[config.mk]
export PLATFORM = sky130hd
export DESIGN_NAME = upscale_tile_sequencer
export DESIGN_NICKNAME = d
export VERILOG_FILES = /design/src/rtl/upscale_tile_sequencer.sv
export SDC_FILE = /design/constraint.sdc
export NUM_CORES = 1
export LEC_CHECK = 0
export ABC_CLOCK_PERIOD_IN_PS = 6600
export BUFFER_PORTS_ARGS = -buffer_cell sky130_fd_sc_hd__buf_2
export CAP_MARGIN = 10
export CELL_PAD_IN_SITES_DETAIL_PLACEMENT = 0
export CELL_PAD_IN_SITES_GLOBAL_PLACEMENT = 2
export CORE_AREA = 5 5 185 187
export CTS_BUF_LIST = sky130_fd_sc_hd__clkbuf_2
export CTS_CLUSTER_SIZE = 8
export DETAILED_ROUTE_END_ITERATION = 7
export DIE_AREA = 0 0 190 192
export PLACE_DENSITY = 0.83
export SETUP_SLACK_MARGIN = 0.05
export SLEW_MARGIN = 20
export SYNTH_ARGS = -nofsm -noshare
export SYNTH_HDL_FRONTEND = slang
export SYNTH_SLANG_ARGS = --single-unit
[constraint.sdc]
create_clock -name clk -period 6.6 [get_ports clk]
set_clock_uncertainty 0.05 [all_clocks]
set_input_delay 1.32 -clock clk [delete_from_list [all_inputs] [get_ports clk]]
set_output_delay 1.32 -clock clk [all_outputs]
set_load 0.05 [all_outputs]
[src/rtl/upscale_tile_sequencer.sv]
// Feeds column pairs into the 2x2->3x3 upscaler cell and emits the result as three tagged row beats.
// Optional resync statistics counter is enabled by defining UPSCALE_SEQ_STATS_EN.
module upscale_tile_sequencer #(
  parameter int SRC_COLS      = 640,
  parameter int SRC_ROW_PAIRS = 240,
  parameter int XY_W          = 12
) (
  input  logic              clk,
  input  logic              rst_n,
  input  logic              s_valid,
  output logic              s_ready,
  input  logic [47:0]       s_data,
  input  logic              s_sof,
  output logic [95:0]       cell_original,
  input  logic [215:0]      cell_upscaled,
  output logic              m_valid,
  input  logic              m_ready,
  output logic [71:0]       m_data,
  output logic [XY_W-1:0]   m_x,
  output logic [XY_W-1:0]   m_y,
  output logic              frame_done,
  output logic [15:0]       resync_count
);

  localparam int TILES  = SRC_COLS / 2;
  localparam int TILE_W = (TILES > 1) ? $clog2(TILES) : 1;
  localparam int PAIR_W = (SRC_ROW_PAIRS > 1) ? $clog2(SRC_ROW_PAIRS) : 1;

  typedef enum logic [2:0] {COL0, COL1, EMIT0, EMIT1, EMIT2} state_t;

  state_t                   r_state;
  state_t                   w_state_next;
  logic [1:0][1:0][23:0]    r_window;
  logic [TILE_W-1:0]        r_tile;
  logic [PAIR_W-1:0]        r_pair;
  logic                     r_frame_done;

  logic                     w_load_c0;
  logic                     w_load_c1;
  logic                     w_clear_cnt;
  logic                     w_tile_adv;
  logic [1:0]               w_row;
  logic                     w_tile_last;
  logic                     w_pair_last;

  always_ff @(posedge clk or negedge rst_n) begin
    if (!rst_n) begin
      r_state <= COL0;
    end else begin
      r_state <= w_state_next;
    end
  end

  always_comb begin
    w_state_next = r_state;
    s_ready      = 1'b0;
    m_valid      = 1'b0;
    w_load_c0    = 1'b0;
    w_load_c1    = 1'b0;
    w_clear_cnt  = 1'b0;
    w_tile_adv   = 1'b0;
    w_row        = 2'd0;
    case (r_state)
      COL0: begin
        s_ready = 1'b1;
        if (s_valid) begin
          w_load_c0    = 1'b1;
          w_clear_cnt  = s_sof;
          w_state_next = COL1;
        end
      end
      COL1: begin
        s_ready = 1'b1;
        // A start-of-frame here restarts the tile: this beat becomes column 0
        if (s_valid) begin
          if (s_sof) begin
            w_load_c0   = 1'b1;
            w_clear_cnt = 1'b1;
          end else begin
            w_load_c1    = 1'b1;
            w_state_next = EMIT0;
          end
        end
      end
      EMIT0: begin
        m_valid = 1'b1;
        w_row   = 2'd0;
        if (m_ready) w_state_next = EMIT1;
      end
      EMIT1: begin
        m_valid = 1'b1;
        w_row   = 2'd1;
        if (m_ready) w_state_next = EMIT2;
      end
      EMIT2: begin
        m_valid = 1'b1;
        w_row   = 2'd2;
        if (m_ready) begin
          w_tile_adv   = 1'b1;
          w_state_next = COL0;
        end
      end
      default: w_state_next = COL0;
    endcase
  end

  always_ff @(posedge clk or negedge rst_n) begin
    if (!rst_n) begin
      r_window <= '0;
    end else begin
      if (w_load_c0) begin
        r_window[0][0] <= s_data[47:24];
        r_window[1][0] <= s_data[23:0];
      end
      if (w_load_c1) begin
        r_window[0][1] <= s_data[47:24];
        r_window[1][1] <= s_data[23:0];
      end
    end
  end

  assign w_tile_last = (r_tile == TILE_W'(TILES - 1));
  assign w_pair_last = (r_pair == PAIR_W'(SRC_ROW_PAIRS - 1));

  always_ff @(posedge clk or negedge rst_n) begin
    if (!rst_n) begin
      r_tile       <= '0;
      r_pair       <= '0;
      r_frame_done <= 1'b0;
    end else begin
      r_frame_done <= 1'b0;
      if (w_clear_cnt) begin
        r_tile <= '0;
        r_pair <= '0;
      end else if (w_tile_adv) begin
        if (w_tile_last) begin
          r_tile <= '0;
          if (w_pair_last) begin
            r_pair       <= '0;
            r_frame_done <= 1'b1;
          end else begin
            r_pair <= r_pair + PAIR_W'(1);
          end
        end else begin
          r_tile <= r_tile + TILE_W'(1);
        end
      end
    end
  end

`ifdef UPSCALE_SEQ_STATS_EN
  logic        w_resync;
  logic [15:0] r_resync_count;

  assign w_resync = (r_state == COL1) && s_valid && s_sof;

  always_ff @(posedge clk or negedge rst_n) begin
    if (!rst_n) begin
      r_resync_count <= 16'd0;
    end else if (w_resync && (r_resync_count != 16'hFFFF)) begin
      r_resync_count <= r_resync_count + 16'd1;
    end
  end

  assign resync_count = r_resync_count;
`else
  assign resync_count = 16'd0;
`endif

  assign cell_original = r_window;

  always_comb begin
    case (w_row)
      2'd0:    m_data = cell_upscaled[71:0];
      2'd1:    m_data = cell_upscaled[143:72];
      default: m_data = cell_upscaled[215:144];
    endcase
  end

  assign m_x        = XY_W'(r_tile) * XY_W'(3);
  assign m_y        = XY_W'(r_pair) * XY_W'(3) + XY_W'(w_row);
  assign frame_done = r_frame_done;

endmodule

### Word-level counts from Yosys, hierarchy flattened

Index checks and enable logic that the tools add are counted.

| word-level totals | value |
|---|---|
| flip-flop bits (word level) | 117 |
| input port bits | 269 |
| output and inout port bits | 211 |

| cells by class | value |
|---|---|
| $add $sub $neg | 3 |
| $mul | 2 |
| eq/ne operators | 13 |
| muxes and demuxes | 33 |
| reduce and logical (&&, ||, !) cells | 8 |

Operator list:

| kind | count |
|---|---|
| $pmux 72 s2 | 1 |
| $mux 8 | 4 |
| $mux 9 | 3 |
| $mux 3 | 6 |
| $mux 1 | 15 |
| $pmux 3 s5 | 1 |
| $ne 2x2->1 const B | 6 |
| $add 10x2->11 | 1 |
| $mul 9x2->11 const B | 1 |
| $mul 8x2->10 const B | 1 |
| $add 9x1->9 const B | 1 |
| $eq 9x9->1 const B | 1 |
| $add 8x1->8 const B | 1 |
| $eq 8x8->1 const B | 1 |
| $eq 3x2->1 const B | 2 |
| $reduce_and 6->1 | 1 |
| $pmux 1 s2 | 2 |
| $pmux 2 s2 | 1 |
| $reduce_bool 2->1 | 2 |
| $eq 3x1->1 const B | 1 |
| $eq 3x3->1 const B | 1 |
| $logic_not 3->1 | 1 |
| $reduce_or 3->1 | 1 |
| $eq 2x1->1 const B | 1 |
| 3 further kinds | 3 |

### Logic depth before layout (Yosys ltp)

| depth | value |
|---|---|
| depth after elaboration | 5 |
| depth in mapped cells | 14 |
| gate-level depth less buffers | 11 |

### Worst setup path before layout

No wires, ideal clock.

| path | value |
|---|---|
| path type | reg-to-output |
| start | reg r_state[1] |
| end | out m_y[7] |
| arrival | 3456 ps |
| required time | 5230 ps |
| setup slack | 1774 ps |
| cell stages (with the launch flop) | 15 |
| buffers on the path | 3 |
| path through | dfrtp_1 > buf_6 > nor2_1 > and2_1 > buf_4 > buf_4 > inv_1 > fa_1 > inv_1 > ha_1 > fa_1 > a21o_1 > a21oi_1 > o211ai_1 > xor2_1 |

| between the ends | value |
|---|---|
| longest elaborated chain between the ends | 3 |
| elaborated cells between the ends (all ways) | 4 |

Ends and longest elaborated chain:

| element | line | text |
|---|---|---|
| from (decl) | 31 | `state_t r_state;` |
| from (signal assigned) | 50 | `r_state <= w_state_next;` |
| $eq 3x3->1 / $eq 3x2->1 (equally long branches) | 63 | `case (r_state)` |
| $pmux 2 s2 * | 63 |  |
| $add 10x2->11 * | 181 | `assign m_y = XY_W'(r_pair) * XY_W'(3) + XY_W'(w_row);` |
| to (decl) | 20 | `output logic [XY_W-1:0] m_y,` |

Mark *: on every way between the ends. The rest lies on a longest branch, timed or not.

### Final worst setup path

Same ends and word-level chain as after synthesis.

==> results.json <==
{
  "vias": 6740,
  "grt_max_degree": 95,
  "status": "completed",
  "fin_area_um2": 10200,
  "peakVddDrop_mv": 0.255,
  "yosysWarningCount": 0,
  "cts_hold_buf": 0,
  "ioPinCount": 480,
  "dr.pass1.iters": 4,
  "nets": 1435,
  "yosys_register_bits": 117,
  "place_congestion": 0.792,
  "p_per_area_nw_per_um2": 488,
  "yosysSeqAreaShare": 0.396,
  "io_buffers": 460,
  "cp-end-kind": "primary output",
  "worstMarginPinSlew_ns": 1.03,
  "max_freq_mhz": 178,
  "critical_path.cell_chain": "nor2_1, and2_4, inv_1, fa_1, inv_1, ha_1, fa_1, a21o_1, a21oi_1, o211ai_1, xor2_1, buf_2",
  "dieArea_um2": 36500,
  "syn_area_um2": 7390,
  "synth_cell_types": 58,
  "slew_violations": 0,
  "utilization": 0.315,
  "max_cap_violations": 0,
  "drt-vias-per-instance": 4.24,
  "tns_ns": 0,
  "synth_enable_flop_cells": 0,
  "cts-htree-levels": 4,
  "core_um2": 32300,
  "fin_crit_ns": 5.63,
  "arrival_ns": 4.26,
  "period_share": 0.853,
  "drtIter0Drc": 281,
  "place_ws_ns": 1.72,
  "path_max_fanout": 52,
  "wl_um": 25700,
  "postCtsSetupBuffers": 0,
  "antenna_found_initial": 1,
  "clock_sinks": 117,
  "clk_latency_ns": 0.68,
  "wl_per_cell_um": 16.2,
  "dpl-instance-area_um2": 9920,
  "final_cell_mix": "buf_2 (459), dfrtp_1 (117), nand2_1 (89)",
  "numCtsBuffers": 17,
  "hold_class": "reg -> reg",
  "cts_tree": "built",
  "track_usage": 0.129,
  "cpPeakStageDelay_ns": 0.59,
  "cpMaxStageDelayCell": "dfrtp_1",
  "layout-drive-gt1-share": 0.512,
  "power_leakage_nw": 5.61,
  "layout.cells.most_common": "buf_2",
  "die_w_um": 190,
  "clk_path_buf_depth": 2,
  "holdWs_ns": 0.469,
  "fillers": 3392,
  "synthToLayoutAreaGrowth_pct": 37.4,
  "synth-main-ff-cell": "dfrtp_1",
  "ff2ff_setup_slack_ns": 4.40,
  "ys_async_sr_fraction": 1.00,
  "synthCells": 694,
  "first_global_vias": 6722,
  "critPathLaunchType": "register",
  "finalHoldViolations": 0,
  "die_h_um": 192,
  "rsz0062_at_grt": "false",
  "start_util": 0.229,
  "overflow": 0,
  "root_buffer": "clkbuf_2",
  "avgSynthCellArea_um2": 10.7,
  "drc": 0,
  "cts.clk_slew.worst_paths_ns": 0.28,
  "final-setup-viol-count": 0,
  "antenna_left": 0,
  "cts_resized": 0,
  "crit_family": "adder cells",
  "dp_hpwl_um": 20700,
  "crit_buf_inv": 3,
  "max_slew_margin": 0.313,
  "crit_required_ns": 5.23,
  "fin_ws_ns": 0.972,
  "grt_pass1_wl_um": 37900,
  "rows": 66,
  "crit_type": "reg -> out"
}
[flip-flops by register name (all words and copies together), names as in the netlist]
| signal | flops |
|---|---|
| cell_original | 96 |
| r_state | 3 |
| r_pair | 8 |
| frame_done | 1 |
| r_tile | 9 |
[stage by stage]
| step | std cells | total power, mW |
|---|---|---|
| 6_report | 1590 | 4.96 |
| 4_1_cts | 1589 | 5.02 |
| 5_1_grt | 1590 | 5.21 |
| 3_3_place_gp | 1557 | 4.50 |
| 3_5_place_dp | 1557 | 4.52 |
| 2_1_floorplan | 712 | 3.78 |
[metal layers]
metal | track usage | routed length [um] | vias to the layer above
li1 | - | - | 3315
met5 | 0 | 0 | -
met3 | 0.0349 | 2150 | 14
met4 | 0.0250 | 217 | 0
met2 | 0.216 | 12500 | 292
met1 | 0.170 | 10900 | 3119
[final timing paths]
kind / start / end / depth (start not counted)
setup / recovery: r_state[1] / m_y[7] / 12
hold / removal: cell_original[55] / cell_original[55] / 1
setup reg to reg: r_state[1] / cell_original[47] / 4
hold reg to reg: cell_original[55] / cell_original[55] / 1
max in group asynchronous: rst_n / cell_original[25] / 2
min in group asynchronous: rst_n / cell_original[50] / 1
[power breakdown]
part           internal [mW]  switching (mW)
Sequential              1.02           0.178
Clock                  0.124           0.361
Combinational          0.873            2.40
Total                   2.02            2.94
[cell type report]
cell class | count | area, um2 | share of cell area
Antenna cell | 1 | 2.50 | 0.000246
Clock buffer | 17 | 85.1 | 0.00838
Clock inverter | 15 | 153 | 0.0150
Inverter | 19 | 71.3 | 0.00702
Multi-Input combinational cell | 514 | 4020 | 0.396
Sequential cell | 117 | 2930 | 0.288
Tap cell | 442 | 553 | 0.0545
Timing Repair Buffer | 465 | 2340 | 0.231
[kinds of logic (layout without fill, tap and decap cells)]
family          after synthesis  count (layout)  share of synthesized area
buf+inv                      81             516                     0.0709
compound gates              129             129                      0.100
mux                         174             174                      0.262
simple gates                145             145                     0.0954
flops                       117             117                      0.396
fa+ha+maj                    32              32                     0.0572
xor+xnor                     15              15                     0.0178
other cells                   1              20                   0.000507
[Yosys cell counts, types with 3 or more instances]
master / count / share of area
nor3_1: 4 / 0.0027
mux2_1: 20 / 0.030
xor2_1: 5 / 0.0059
nand4_1: 3 / 0.0025
a21oi_1: 18 / 0.012
inv_1: 19 / 0.0096
o22ai_1: 3 / 0.0025
nand3_1: 7 / 0.0047
buf_4: 25 / 0.025
buf_2: 5 / 0.0034
clkbuf_1: 16 / 0.0081
ha_1: 29 / 0.049
and3_1: 8 / 0.0068
o211ai_1: 4 / 0.0041
mux2_2: 57 / 0.087
buf_6: 16 / 0.024
fa_1: 3 / 0.0081
o21ai_1: 11 / 0.0074
dfrtp_1: 117 / 0.40
o21ai_0: 70 / 0.047
a21o_1: 4 / 0.0041
nor2_1: 11 / 0.0056
xnor2_1: 10 / 0.012
a31oi_1: 5 / 0.0042
mux2i_1: 77 / 0.10
mux2_4: 20 / 0.041
nand2_1: 89 / 0.045
Note: power is estimated with default switching activity, not from simulation.
